## src/rtl/hwpe_tcdm_arb_package.sv

```systemverilog
// ----------------------------------------------------------------------------
// hwpe_tcdm_arb_package
// Shared types for the HWPE TCDM round-robin arbiter and its in-flight ID FIFO.
//   req_idx_t   : requester index as stored in the ID FIFO (up to 256 ports)
//   rsp_route_t : response routing decision (valid + destination requester)
// ----------------------------------------------------------------------------
package hwpe_tcdm_arb_package;

    localparam int unsigned REQ_IDX_W = 8;

    typedef logic [REQ_IDX_W-1:0] req_idx_t;

    typedef struct packed {
        logic     valid;
        req_idx_t id;
    } rsp_route_t;

endpackage : hwpe_tcdm_arb_package

```

## src/rtl/hwpe_tcdm_arb_id_fifo.sv

```systemverilog
// ----------------------------------------------------------------------------
// hwpe_tcdm_arb_id_fifo
// In-flight requester-ID FIFO. Synchronous, registered full/empty flags,
// occupancy count output. Push while full and pop while empty are ignored.
// Ports:
//   clk, rst     : clock, synchronous active-high reset
//   push_i       : write push_id_i into the tail
//   push_id_i    : requester index to store
//   pop_i        : drop the head entry
//   head_o       : oldest stored requester index
//   full_o       : registered full flag
//   empty_o      : registered empty flag
//   count_o      : registered occupancy, 0..DEPTH
// ----------------------------------------------------------------------------
module hwpe_tcdm_arb_id_fifo
    import hwpe_tcdm_arb_package::*;
#(
    parameter int unsigned DEPTH = 4
) (
    input  logic                   clk,
    input  logic                   rst,
    input  logic                   push_i,
    input  req_idx_t               push_id_i,
    input  logic                   pop_i,
    output req_idx_t               head_o,
    output logic                   full_o,
    output logic                   empty_o,
    output logic [$clog2(DEPTH):0] count_o
);

    localparam int unsigned PTR_W = $clog2(DEPTH);
    localparam int unsigned CNT_W = PTR_W + 1;

    logic [PTR_W-1:0] wr_ptr_q, wr_ptr_d;
    logic [PTR_W-1:0] rd_ptr_q, rd_ptr_d;
    logic [CNT_W-1:0] count_q, count_d;
    logic             full_q, full_d;
    logic             empty_q, empty_d;
    logic             do_push, do_pop;
    req_idx_t         mem_q [DEPTH];

    // Pointer/occupancy update; DEPTH is a power of two so pointers wrap naturally
    always_comb begin
        do_push  = push_i & ~full_q;
        do_pop   = pop_i & ~empty_q;
        wr_ptr_d = wr_ptr_q + PTR_W'(do_push);
        rd_ptr_d = rd_ptr_q + PTR_W'(do_pop);
        count_d  = count_q + CNT_W'(do_push) - CNT_W'(do_pop);
        full_d   = (count_d == CNT_W'(DEPTH));
        empty_d  = (count_d == '0);
    end

    // Control state
    always_ff @(posedge clk) begin
        if (rst) begin
            wr_ptr_q <= '0;
            rd_ptr_q <= '0;
            count_q  <= '0;
            full_q   <= 1'b0;
            empty_q  <= 1'b1;
        end else begin
            wr_ptr_q <= wr_ptr_d;
            rd_ptr_q <= rd_ptr_d;
            count_q  <= count_d;
            full_q   <= full_d;
            empty_q  <= empty_d;
        end
    end

    // Storage, no reset needed: entries are only read while valid
    always_ff @(posedge clk) begin
        if (do_push) begin
            mem_q[wr_ptr_q] <= push_id_i;
        end
    end

    assign head_o  = mem_q[rd_ptr_q];
    assign full_o  = full_q;
    assign empty_o = empty_q;
    assign count_o = count_q;

endmodule : hwpe_tcdm_arb_id_fifo

```

## src/rtl/hwpe_tcdm_rr_arbiter.sv

```systemverilog
// ----------------------------------------------------------------------------
// hwpe_tcdm_rr_arbiter
// Round-robin arbiter of N_REQ TCDM requester ports onto one TCDM master.
// Grant order is tracked in an ID FIFO so in-order responses are routed back
// to the requester that issued them.
// Ports:
//   clk, rst                      : clock, synchronous active-high reset
//   in_req/in_gnt                 : per-requester request / grant
//   in_add/in_wen/in_be/in_data   : per-requester request payload
//   in_r_data/in_r_valid          : per-requester response
//   out_req/out_add/out_wen/out_be/out_data : shared master request
//   out_gnt/out_r_data/out_r_valid          : shared master grant / response
//   outstanding                   : in-flight transaction count
//   err_unexp_rvalid              : sticky, response seen with nothing in flight
// ----------------------------------------------------------------------------
module hwpe_tcdm_rr_arbiter
    import hwpe_tcdm_arb_package::*;
#(
    parameter int unsigned N_REQ           = 3,
    parameter int unsigned DATA_WIDTH      = 32,
    parameter int unsigned ADDR_WIDTH      = 32,
    parameter int unsigned MAX_OUTSTANDING = 4
) (
    input  logic                                 clk,
    input  logic                                 rst,
    input  logic [N_REQ-1:0]                     in_req,
    output logic [N_REQ-1:0]                     in_gnt,
    input  logic [N_REQ-1:0][ADDR_WIDTH-1:0]     in_add,
    input  logic [N_REQ-1:0]                     in_wen,
    input  logic [N_REQ-1:0][DATA_WIDTH/8-1:0]   in_be,
    input  logic [N_REQ-1:0][DATA_WIDTH-1:0]     in_data,
    output logic [N_REQ-1:0][DATA_WIDTH-1:0]     in_r_data,
    output logic [N_REQ-1:0]                     in_r_valid,
    output logic                                 out_req,
    output logic [ADDR_WIDTH-1:0]                out_add,
    output logic                                 out_wen,
    output logic [DATA_WIDTH/8-1:0]              out_be,
    output logic [DATA_WIDTH-1:0]                out_data,
    input  logic                                 out_gnt,
    input  logic [DATA_WIDTH-1:0]                out_r_data,
    input  logic                                 out_r_valid,
    output logic [$clog2(MAX_OUTSTANDING):0]     outstanding,
    output logic                                 err_unexp_rvalid
);

    localparam int unsigned IDX_W = (N_REQ > 1) ? $clog2(N_REQ) : 1;
    localparam int unsigned CNT_W = $clog2(MAX_OUTSTANDING) + 1;

    logic [IDX_W-1:0] rr_ptr_q, rr_ptr_d;
    logic [IDX_W-1:0] winner;
    int unsigned      scan_idx;
    logic             any_req;
    logic             handshake;
    logic             fifo_full, fifo_empty;
    req_idx_t         fifo_head;
    logic [CNT_W-1:0] fifo_count;
    rsp_route_t       route;
    logic             err_q, err_d;

    // First asserted request at or after rr_ptr, wrapping modulo N_REQ
    always_comb begin
        winner   = '0;
        any_req  = 1'b0;
        scan_idx = 0;
        for (int unsigned k = 0; k < N_REQ; k++) begin
            scan_idx = 32'(rr_ptr_q) + k;
            if (scan_idx >= N_REQ) begin
                scan_idx = scan_idx - N_REQ;
            end
            if (!any_req && in_req[IDX_W'(scan_idx)]) begin
                any_req = 1'b1;
                winner  = IDX_W'(scan_idx);
            end
        end
    end

    // Master request side; full is registered so a same-cycle pop never frees a slot
    always_comb begin
        out_req   = ~rst & any_req & ~fifo_full;
        handshake = out_req & out_gnt;
        out_add   = '0;
        out_wen   = 1'b0;
        out_be    = '0;
        out_data  = '0;
        if (out_req) begin
            out_add  = in_add[winner];
            out_wen  = in_wen[winner];
            out_be   = in_be[winner];
            out_data = in_data[winner];
        end
        for (int unsigned k = 0; k < N_REQ; k++) begin
            in_gnt[k] = handshake && (winner == IDX_W'(k));
        end
    end

    // Pointer moves just past the winner only on an accepted transaction
    always_comb begin
        rr_ptr_d = rr_ptr_q;
        if (handshake) begin
            rr_ptr_d = (winner == IDX_W'(N_REQ - 1)) ? '0 : winner + IDX_W'(1);
        end
    end

    // Response routing to the oldest in-flight requester
    always_comb begin
        route.valid = ~rst & out_r_valid & ~fifo_empty;
        route.id    = fifo_head;
        err_d       = err_q | (out_r_valid & fifo_empty);
        for (int unsigned k = 0; k < N_REQ; k++) begin
            in_r_valid[k] = route.valid && (route.id == REQ_IDX_W'(k));
            in_r_data[k]  = rst ? '0 : out_r_data;
        end
    end

    always_ff @(posedge clk) begin
        if (rst) begin
            rr_ptr_q <= '0;
            err_q    <= 1'b0;
        end else begin
            rr_ptr_q <= rr_ptr_d;
            err_q    <= err_d;
        end
    end

    hwpe_tcdm_arb_id_fifo #(
        .DEPTH (MAX_OUTSTANDING)
    ) i_id_fifo (
        .clk       (clk),
        .rst       (rst),
        .push_i    (handshake),
        .push_id_i (REQ_IDX_W'(winner)),
        .pop_i     (route.valid),
        .head_o    (fifo_head),
        .full_o    (fifo_full),
        .empty_o   (fifo_empty),
        .count_o   (fifo_count)
    );

    // Status outputs forced low while reset is held
    assign outstanding      = rst ? '0 : fifo_count;
    assign err_unexp_rvalid = ~rst & err_q;

endmodule : hwpe_tcdm_rr_arbiter

```

## config.mk

```make
export PLATFORM = sky130hd
export DESIGN_NAME = hwpe_tcdm_rr_arbiter
export DESIGN_NICKNAME = d
export VERILOG_FILES = /design/src/rtl/hwpe_tcdm_arb_package.sv /design/src/rtl/hwpe_tcdm_arb_id_fifo.sv /design/src/rtl/hwpe_tcdm_rr_arbiter.sv
export SDC_FILE = /design/constraint.sdc
export NUM_CORES = 1
export LEC_CHECK = 0
export CORE_AREA = 5 5 160 162
export DETAILED_ROUTE_END_ITERATION = 12
export DIE_AREA = 0 0 165 167
export DONT_BUFFER_PORTS = 1
export GPL_TIMING_DRIVEN = 0
export SLEW_MARGIN = 40
export SYNTH_ARGS = -nofsm -noshare
export SYNTH_HDL_FRONTEND = slang
export SYNTH_SLANG_ARGS = --single-unit
```

## constraint.sdc

```tcl
create_clock -name clk -period 3.1 [get_ports clk]
set_input_delay 0.62 -clock clk [delete_from_list [all_inputs] [get_ports clk]]
set_output_delay 0.62 -clock clk [all_outputs]
set_load 0.1 [all_outputs]
```

## Word-level counts from Yosys, hierarchy flattened

Memory sizes are Yosys's and may differ from the RTL's. A register that Yosys moved wholly into a read port is not among the register bits.
Index checks and enable logic that the tools add are counted.
Widths: inputs -> output; s select.

| word-level totals | value |
|---|---|
| register bits after elaboration | 12 |
| RAM bits | 8 |
| input bits | 246 |
| output and inout bits | 176 |
| word-level logic and storage cells | 89 |
| memories kept | 1 |

Memories:

| memory | words | width | read ports | clocked after memory_dff | wr ports | RTL line | RTL |
|---|---|---|---|---|---|---|---|
| i_id_fifo.mem_q | 4 | 2 | 1 | 1 | 1 | hwpe_tcdm_arb_id_fifo.sv:40 | `req_idx_t mem_q [DEPTH];` |

| cells by class | value |
|---|---|
| $add $sub $neg | 10 |
| order comparisons | 7 |
| equal/unequal tests | 5 |
| muxes and demuxes | 33 |
| bitwise gates (word level) | 13 |
| reduce and logical (&&, ||, !) cells | 13 |

Operator list:

| cell | number |
|---|---|
| $mux 32 | 5 |
| $bmux 32 s2 | 2 |
| $mux 2 | 8 |
| $lt 2x3->1 const B | 4 |
| $mux 1 | 10 |
| $and 1x1->1 | 9 |
| $bmux 1 s2 | 4 |
| $bmux 4 s2 | 1 |
| $eq 8x1->1 const B | 1 |
| $eq 8x2->1 const B | 1 |
| $logic_and 1x1->1 | 8 |
| $logic_not 8->1 | 1 |
| $mux 4 | 2 |
| $ge 3x2->1 const B | 2 |
| $sub 2x2->2 const B | 3 |
| $add 2x1->2 | 2 |
| $add 2x1->3 const B | 1 |
| $add 2x2->3 const B | 1 |
| $add 3x1->3 | 1 |
| $eq 3x3->1 const B | 1 |
| $logic_not 3->1 | 1 |
| $mux 3 | 1 |
| $not 1->1 | 3 |
| $sub 3x1->3 | 1 |
| other kinds (7) | 8 |

## Depth between registers and ports, before layout

| depth | value |
|---|---|
| word-level depth | 18 |
| depth in mapped cells | 12 |

## Modules after synthesis

From an unflattened synthesis, not the netlist that was laid out.

| unflattened totals | value |
|---|---|
| cells, all modules | 561 |
| area, all modules | 4455.5 sq um |

By module, submodules not included:

| module | times used | cells each | area each (sq um) | sequential area each (sq um) |
|---|---|---|---|---|
| hwpe_tcdm_rr_arbiter | 1 | 479 | 2895.3 | 60.1 |
| hwpe_tcdm_arb_id_fifo | 1 | 82 | 1560.2 | 1141.1 |

## Least setup slack after synthesis

OpenSTA, ideal clock, no wires.

| path | value |
|---|---|
| kind | input to output |
| start point | in rst |
| end point | out in_r_valid[1] |
| data arrival time | 3.278 ns |
| slack | -0.798 ns |
| cell stages on the path | 4 |
| buffers on the path | 1 |
| path through | clkbuf_1 > inv_1 > nand3_1 > nor3b_1 |

| on the way | value |
|---|---|
| word-level cells in the longest chain between the ends | 4 |

Ends and longest elaborated chain:

| element | RTL line | RTL |
|---|---|---|
| from (decl) | hwpe_tcdm_rr_arbiter.sv:25 | `input logic rst,` |
| $not 1->1 | hwpe_tcdm_rr_arbiter.sv:106 | `route.valid = ~rst & out_r_valid & ~fifo_empty;` |
| $and 1x1->1 (2 in series) | hwpe_tcdm_rr_arbiter.sv:106 |  |
| $logic_and 1x1->1 | hwpe_tcdm_rr_arbiter.sv:110 | `in_r_valid[k] = route.valid && (route.id == REQ_IDX_W'(k));` |
| to (decl) | hwpe_tcdm_rr_arbiter.sv:33 | `output logic [N_REQ-1:0] in_r_valid,` |

No other way between the ends.

## Worst setup path in the final report

| path | value |
|---|---|
| start point | reg rr_ptr_q[0] |
| end point | out out_data[31] |

| on the way | value |
|---|---|
| word-level cells in the longest chain between the ends | 14 |
| elaborated cells between the ends (all ways) | 32 |

Ends and longest elaborated chain:

| element | RTL line | RTL |
|---|---|---|
| from (decl) | hwpe_tcdm_rr_arbiter.sv:49 | `logic [IDX_W-1:0] rr_ptr_q, rr_ptr_d;` |
| from (signal assigned) | hwpe_tcdm_rr_arbiter.sv:120 | `rr_ptr_q <= rr_ptr_d;` |
| parallel branches: the longest is 13 deep, another holds $add 2x1->3 | n/a |  |
| $mux 32 (*) | hwpe_tcdm_rr_arbiter.sv:85 | `if (out_req) begin` |
| to (decl) | hwpe_tcdm_rr_arbiter.sv:38 | `output logic [DATA_WIDTH-1:0] out_data,` |

Mark *: on every way between the ends. The select of a mux whose other input is x is not followed.

==> metrics.md <==
| Metric | Value |
|---|---|
| Status | `finished, violations left` |
| Failing checks | `setup timing` |
| Initial Util | `roughly 15%` |
| Drt wl/cell | `around 30 um` |
| Ys async rst share | `0%` |
| Final period util | `113%` |
| Hold Path Class | `register to register` |
| Rows | `57` |
| Critical path capture point type | `output port` |
| Hold Path Depth | `2` |
| Synthesis-to-finish area growth | `103%` |
| DRT iter0 DRCs | `220` |
| Post-synthesis compound-gate area fraction | `a little under half` |
| Hold Fails Final Rpt | `0` |
| Nets | `775` |
| Mux cell area share after synthesis | `roughly 2.3%` |
| Vias | `around 4400` |
| Worst Path Buf+Inv | `5` |
| Top cells by area, synth | `a32oi_1, o211ai_1, buf_4, a21oi_1, dfxtp_1` |
| Worst-Margin Slew | `0.805 ns` |
| Clk sinks | `20` |
| Final WL | `26000 um` |
| CP max FO | `7` |
| Distinct cell type count after synthesis | `39` |
| Post-synth EDFFs | `8` |
| Placed Cells | `roughly 800` |
| Non-filler cells in the finished layout | `844` |
| Post-synthesis adder-cell area fraction | `under 10%` |
| Crit start category | `register` |
| Max incr delay on CP | `roughly 0.64 ns` |
| Routability cong. | `approximately 0.84` |
| Vias in the first global route | `approximately 4600` |
| Routed Antenna Nets | `0` |
| Reg2Reg Depth | `14` |
| Num CTS Buffers | `3` |
| Port Buf Inserts | `0` |
| Simple-gate share of the synthesized area | `11.0%` |
| Most frequent cell after synthesis | `a21oi_1` |
| Clock Tree Root | `clkbuf_16` |
| DR pass1 iterations | `4` |
| Max-slew violation count | `0` |
| Leakage | `2.27 nW` |
| Synth Area in XOR/XNOR | `0.965%` |
| Post-synth top area cell | `a32oi_1` |
| Worst-Skew Late Latency | `between 0.2 and 0.3 ns` |
| Crit path kind | `register to output port` |
| Overflow after GRT | `0` |
| CTS H-tree depth | `1` |
| Critical Path, Cell by Cell | `inv_4, ha_2, nand3b_1, buf_4, o21a_1, buf_6, o211ai_4, buf_12, clkbuf_16, a32oi_4, a21oi_4` |
| Worst path depth | `11` |
| Setup Viol. Count Final | `between 70 and 80` |
| Tmin final | `3.51 ns` |
| Cells after Synth | `470` |
| Syn avg cell area | `7.72 um^2` |
| Die W | `around 170 um` |
| TritonCTS clock tree | `yes` |
| Synth Warn # | `0` |
| Top post-synthesis cells by count | `a21oi_1, o211ai_1, a32oi_1` |
| Layout cells sized above 1 | `a little under three quarters` |
| Post-CTS Hold Buffers | `0` |
| Ports | `between 400 and 500` |
| Sequential area share after synthesis | `between 10% and 20%` |
| Clock-pin slew of the registers on the worst-case setup and hold paths | `around 0.06 ns` |
| DP HPWL | `~20000 um` |
| Unrepaired setup endpoints after global routing | `yes` |
| Global-route wire length before repair | `32800 um` |
| Critical path arrival | `~2.9 ns` |
| F_max | `about 0.28 GHz` |
| Clock tree buffer depth | `2` |
| Critical Path RT | `~2.5 ns` |
| Post-place instance area | `roughly 5200 um^2` |
| Slew HR | `a little under half` |
| Worst Skew | `a little under 0.002 ns` |
| GRT Util Overall | `between 10% and 20%` |
| Mapped cell area | `roughly 3600 um^2` |
| Die area | `around 28000 um^2` |
| Top delay family on crit path | `compound AO/OA/AOI/OAI gates` |
| Initial antenna violation count | `1` |
| Residual DRC count | `0` |
| Setup TNS Final | `-26.00 ns` |
| Setup slack after layout | `-0.412 ns` |
| FF+latch count, synth | `20` |
| Core area | `24000 um^2` |
| Max-cap viol count | `0` |
| Most common flop cell mapped by yosys | `dfxtp_1` |
| Power Dens Cells | `1140 nW/um^2` |
| Vias per std cell | `between 5 and 6` |
| Synth top area share | `approximately 17%` |
| CP max stage cell | `a21oi_4` |
| Largest net degree at the start of global routing | `14` |
| Cell area after layout | `7380 um^2` |
| Die H | `approximately 170 um` |
| Mapped Nets | `slightly above 700` |
| Largest family of logic cells by synthesized area | `compound AO/OA/AOI/OAI gates` |
| Peak supply drop | `roughly 0.62 mV` |
| Layout fillers | `about 2400` |
worst reg2reg max path: cells and delay by family, from the launching register on:
kind,cells,cell delay (ns)
AOI/OAI and AO/OA,2,0.38
and+or+nand+nor,3,0.40
buffers and inverters,5,0.64
adders and majority gates,3,0.82
DFF,1,0.36
xor gates and xnor gates,1,0.19
layer usage:
metal	global-route usage (%)	routed length, um	share of wire, %	vias up
met2	31.1	14000	54	336
met4	4.88	694	2.7	0
met1	17.3	9020	35	2155
li1	-	-	-	1883
met5	0	0	0	-
met3	4.10	2340	9.0	33
layout by cell type (no fill, tap or decap), types with 3 or more instances in the layout:
cell type / Yosys / routed
a21oi_1: 72 / 3
a32oi_4: 0 / 41
inv_2: 3 / 3
inv_1: 12 / 9
buf_16: 0 / 3
edfxtp_1: 8 / 8
a21oi_4: 1 / 70
o21a_1: 3 / 3
clkbuf_4: 0 / 9
clkbuf_2: 0 / 6
buf_12: 0 / 15
clkbuf_8: 0 / 3
nand3b_1: 4 / 4
nor2_4: 0 / 3
ha_4: 0 / 3
dfxtp_1: 12 / 10
o211ai_1: 71 / 71
nand2_1: 4 / 3
buf_2: 25 / 4
nor2b_1: 38 / 4
buf_6: 7 / 10
ha_1: 8 / 4
a32oi_2: 0 / 24
a32oi_1: 69 / 4
clkbuf_16: 0 / 14
nor2b_4: 0 / 34
nor2_1: 9 / 6
buf_4: 67 / 93
mux2i_4: 0 / 3
o21ai_2: 0 / 3
buf_8: 0 / 9
per-stage QoR:
| stage | setup WS, ns | total power [mW] | hold slack, ns | utilization (%) |
|---|---|---|---|---|
| finish | -0.412 | 8.40 | 0.491 | 30.8 |
| global route | -0.515 | 8.68 | 0.541 | 30.8 |
| CTS | -0.407 | 7.62 | 0.490 | 26.7 |
| detailed placement | -0.845 | 6.33 | 0.472 | 21.8 |
| global placement | -1.71 | 5.92 | 0.457 | 19.1 |
| floorplan | -0.798 | 5.21 | 0.429 | - |
power by group:
group          internal (mW)  switching, mW
Sequential             0.330         0.0259
Combinational           2.18           5.52
Clock                  0.256         0.0941
Total                   2.76           5.64
layout make-up:
cell class | instances | area (um^2) | area share, %
antenna | 1 | 2.50 | 0.0339
clock buffer | 3 | 75.1 | 1.02
multi-input combinational | 314 | 4450 | 60.4
buffer | 119 | 1150 | 15.6
tap | 324 | 405 | 5.50
clock inverter | 1 | 30.0 | 0.407
inverter | 15 | 88.8 | 1.20
timing repair inverter | 1 | 8.76 | 0.119
timing repair buffer | 46 | 681 | 9.23
sequential | 20 | 485 | 6.58
flip-flops by register name, indices dropped and copies added, names as in the netlist:
name                count
i_id_fifo.mem_q         8
i_id_fifo.count_o       3
i_id_fifo.rd_ptr_q      2
i_id_fifo.wr_ptr_q      2
rr_ptr_q                2
err_q                   1
i_id_fifo.empty_o       1
i_id_fifo.full_o        1
logic make-up (layout without fill, tap and decap cells):
group	count (synthesis)	count (layout)
buf+inv	136	185
other cells	0	1
compound gates	228	228
mux	6	6
flops	20	20
xor+xnor	4	4
fa+ha+maj	9	9
simple gates	67	67
final timing paths:
kind | slack, ns | from | endpoint
worst max register to register | 0.24 | rr_ptr_q[0] | i_id_fifo.full_o
worst min-delay path | 0.49 | err_q | err_q
worst max-delay path | -0.41 | rr_ptr_q[0] | out_data[31]
worst min register to register | 0.49 | err_q | err_q
timing repair:
item | 4_1_cts | 5_1_grt
buffers inserted | 25 | 6
gates resized for setup | 150 | 112
setup endpoints to repair | 78 | 75
gates cloned | 6 | 7
pin swaps | 61 | 115
Power figures use the tool's default switching activity.
==> edit 1, RTL diff (same settings) <==
Put a register stage on the output `err_unexp_rvalid`, cleared by the reset. The value now appears one clock later. The other outputs are not delayed to match.
--- a/src/rtl/hwpe_tcdm_rr_arbiter.sv
+++ b/src/rtl/hwpe_tcdm_rr_arbiter.sv
@@ -138,7 +138,13 @@
 
     // Status outputs forced low while reset is held
     assign outstanding      = rst ? '0 : fifo_count;
-    assign err_unexp_rvalid = ~rst & err_q;
+    always_ff @(posedge clk) begin
+        if (rst) begin
+            err_unexp_rvalid <= '0;
+        end else begin
+            err_unexp_rvalid <= ~rst & err_q;
+        end
+    end
 
 endmodule : hwpe_tcdm_rr_arbiter
 
Check against the original RTL: not equivalent (a bounded check fails within 4 cycles, from zero or initial values and one cycle with rst high).
==> edit 1 against the original RTL <==
- the run still ends with negative setup slack left
- routed wire length down 6.4%
- cell count down 0.95%
- total power down 8.0%
- utilization down 2.9 points
- clock skew up 0.0029 ns
- sequential cell count up 1
- clock power down 22%
- sequential power up 7.6%
- cell area down 9.4%
- worst setup slack better by 0.098 ns
- area after synthesis up 0.59%
- via count down 0.48%
- register-to-register slack worse by 0.03 ns
- critical path type unchanged
==> edit 1: results (changes against the original RTL) <==
Synth top cells by count=a21oi_1, o211ai_1, a32oi_1; final wirelength=24.3 mm (-6.4%); leakage=2.15 nW (-5.3%); Clock Skews=0.00485 ns (+0.00288 ns); WL met3=1.90 mm (-19%); status=finished, violations left; endpoints failing setup=70 (-1.4%); GRT Overall Usage=16.0% (-0.35 points); syn_nets=726 (+0.14%); first-pass GRT wire length=32.4 mm (-1.1%); number of port buffers=0 (unchanged); post-placement cell area=5250 µm² (+0.29%); setup ws final=-0.314 ns (+0.0984 ns); Place WS=-0.934 ns (-0.0892 ns); Worst-path clk slew=0.06 ns (about the same); share of layout cells above drive strength 1=67.4% (-4.5 points); top post-synthesis cells by area=a32oi_1, o211ai_1, buf_4; Clock Path Buffers=2 (unchanged); VDD IR max=0.643 mV (+4.1%); initial antenna violation count=0 (-1); Final GP Congestion=0.853 (+1.1%); WL met1=8.66 mm (-4.0%); hpwl dp=19.5 mm (-1.5%); Yosys cell types=41 (+5.1%); nets=768 (-0.90%); vias in the first global route=4,544 (-1.1%); Met2 Routed Length=13.1 mm (-6.3%); Vias/cell=5.25 (+0.48%); sequential fraction of the synthesis area=13.7% (+0.47 points); failing checks=negative setup slack; Worst slew margin=44.7% (-1.5 points); crit-path max FO=10 (+3); CP arrival=2.79 ns (-0.10 ns); Iter 0 DRT Violations=180 (-18%); ant diodes=0 (-1); fillers=2,519 (+3.1%); largest net degree at the start of global routing=14 (unchanged); top_reg_cell synth=dfxtp_1
## edit 1: report_power, final
part	switching, mW	leakage, nW	internal [mW]
Combinational	5.22	1.93	1.86
Sequential	0.0378	0.182	0.344
Clock	0.0982	0.0414	0.175
Total	5.36	2.15	2.38
## edit 1: area by class of cell
cell class	instances	area, µm²	share of cell area, %
Sequential cell	21	509	7.62
Clock inverter	1	6.26	0.0936
Multi-Input combinational cell	314	3910	58.4
Timing Repair Buffer	37	509	7.62
Tap cell	324	405	6.06
Clock buffer	3	75.1	1.12
Buffer	121	1190	17.7
Inverter	15	88.8	1.33
## edit 1: repair_timing
item	4_1_cts	5_1_grt
setup buffers	23	5
gates resized for setup	142	80
gates cloned	5	3
pin swaps	117	83
endpoints found under the setup margin	76	73
hold buffers	0	0
## edit 1: final timing paths
check | cells past startpoint | slack [ns] | end
hold reg to reg | 2 | 0.47 | err_q$_SDFF_PP0_
hold / removal | 2 | 0.47 | err_q$_SDFF_PP0_
setup reg to reg | 13 | 0.21 | i_id_fifo.full_o$_SDFF_PP0_
setup / recovery | 9 | -0.31 | out_data[16]
## edit 1: worst max-delay path, stage by stage, from the launching register on
cell      delay [ns]
dfxtp_4         0.36
buf_4           0.14
ha_4            0.17
nand3b_1        0.27
o211a_4         0.23
o211ai_4        0.22
buf_6           0.17
buf_12          0.15
a32oi_2         0.13
a21oi_4         0.68
## edit 1: cells by family (layout without fill, tap and decap cells)
logic type	after synthesis	in the layout	synth area share [%]
buffers and inverters	136	177	23.1
adders and majority gates	9	9	3.29
and+or+nand+nor	67	67	10.9
AOI/OAI and AO/OA	228	228	45.7
DFF	21	21	13.7
muxes	6	6	2.33
xor gates and xnor gates	4	4	0.960
## edit 1: per-stage QoR
stage	utilization [%]	instances	hold WS [ns]	setup TNS, ns	power, mW
global placement	19.0	795	0.463	-83.06	5.88
floorplan	-	471	0.429	-27.12	5.17
finish	27.9	836	0.470	-18.19	7.74
detailed placement	21.9	799	0.454	-42.44	6.33
global route	27.9	836	0.496	-25.29	8.02
CTS	26.0	831	0.472	-20.09	7.46
## edit 1: routing by layer
layer,up-vias,track usage (%)
li1,1870,-
met1,2146,17.8
met2,332,30.5
met3,38,2.69
met4,0,4.67
met5,-,0
==> edit 2, RTL diff (same settings) <==
Without the edit above. Change the parameter `N_REQ` from 3 to 2.
--- a/src/rtl/hwpe_tcdm_rr_arbiter.sv
+++ b/src/rtl/hwpe_tcdm_rr_arbiter.sv
@@ -16,7 +16,7 @@
 module hwpe_tcdm_rr_arbiter
     import hwpe_tcdm_arb_package::*;
 #(
-    parameter int unsigned N_REQ           = 3,
+    parameter int unsigned N_REQ           = 2,
     parameter int unsigned DATA_WIDTH      = 32,
     parameter int unsigned ADDR_WIDTH      = 32,
     parameter int unsigned MAX_OUTSTANDING = 4
Ports: changed (8 resized); port bits go from 422 to 318. No check against the original RTL was run, so the function may have changed too.
==> edit 2 against the original RTL <==
- hold slack got worse by 0.0078 ns
- total power is 67% lower
- routed wire length fell by 40%
- sequential cell count decreased by 5
- count of clock-buffer cells in the layout did not move
- area after synthesis down 35%
- cell area shrank 33%
- cell count decreased by 8.3%
- worst setup slack improved by 0.57 ns
- highest routed layer is now met5
==> edit 2: results (changes against the original RTL) <==
status=complete, no violations; Slew @ Worst Pin=0.771 ns (-0.0344 ns); Multi-input gate area=2640 µm² (-41%); Signal buffers=141 (-15%); first-pass GRT wire length=22.2 mm (-32%); sequential power share=9.3% (+5.1 points); syn_nets=561 (-23%); clk sink count=15 (-25%); Util after Layout=20.8% (-10 points); NonClk Buf Share=29.8% (+5.0 points); top sig layer=met5; Critical Path Source=in_req[1]; Vias/cell=4.14 (-21%); register area=340 µm² (-30%); combinational share of power=81.7% (-9.9 points); Place WS=-0.0900 ns (+0.755 ns); hpwl dp=13.3 mm (-33%); inverter count=7 (-9); Clock Skews=0.00619 ns (+0.00422 ns); top post-synthesis cells by area=a21oi_1, nand3_1, o21ai_0; sequential fraction of the synthesis area=14.3% (+1.1 points); Worst R2R Start=i_id_fifo.empty_o$_SDFF_PP1_; Largest register FFs=4 (-4); crit-path max FO=10 (+3); Final clock-cell share=1.61% (+0.18 points); Synth top cells by count=a21oi_1, nand3_1, o21ai_0; GRT Overall Usage=10.4% (-5.9 points); DRT Pass-1 Iters=5 (+1); largest net degree at the start of global routing=11 (-3); share of layout cells above drive strength 1=45.8% (-26 points); Final GP Congestion=0.774 (-8.3%); seq pwr=0.258 mW (-27%); nets=632 (-18%); initial antenna violation count=3 (+2); ant diodes=0 (-1); internal power=0.857 mW (-69%); vias in the first global route=3,454 (-25%); multi-input gates=283 (-9.9%)
-- edit 2: cell count changes after synthesis, sizes merged, moves of 4 or more --
cell	unedited run	this run
o211ai	72	0
a32oi	69	0
nand3	1	69
o21ai	3	69
buf	99	47
inv	15	7
clkbuf	22	28
edfxtp	8	4
ha	8	4
nand3b	4	0
-- edit 2: logic make-up after synthesis --
| kind of cell | Yosys count | synth area share, % |
|---|---|---|
| adders and majority gates | 5 | 2.95 |
| and+or+nand+nor | 131 | 30.3 |
| DFF | 15 | 14.3 |
| muxes | 2 | 1.37 |
| AOI/OAI and AO/OA | 142 | 30.4 |
| xor gates and xnor gates | 3 | 1.11 |
| buffers and inverters | 82 | 19.5 |
-- edit 2: layer usage --
metal | vias to the layer above | GRT usage (%)
met3 | 20 | 2.10
met1 | 1538 | 12.9
li1 | 1436 | -
met2 | 205 | 19.1
met4 | 4 | 1.01
met5 | - | 0
-- edit 2: through the flow --
stage | hold WS [ns] | cells
2_1_floorplan | 0.429 | 380
3_3_place_gp | 0.452 | 704
3_5_place_dp | 0.465 | 770
4_1_cts | 0.485 | 774
5_1_grt | 0.517 | 774
6_report | 0.483 | 774
-- edit 2: worst paths after layout --
kind                                                      to  cells after the start  slack (ns)
worst max-delay path                            out_data[20]                      5        0.16
worst min-delay path                        err_q$_SDFF_PP0_                      2        0.48
worst max register to register  i_id_fifo.empty_o$_SDFF_PP1_                      8        0.81
worst min register to register              err_q$_SDFF_PP0_                      2        0.48
-- edit 2: critical path: stages --
cell,delay [ns]
buf_6,0.13
inv_1,0.24
clkbuf_1,0.40
o21ai_0,0.27
a21oi_4,0.64
-- edit 2: timing repair --
item	CTS	global route
hold buffers	0	0
endpoints found under the hold margin	0	0
pin swaps	3	5
setup endpoints to repair	11	20
resized for setup	5	7
setup buffers	0	0
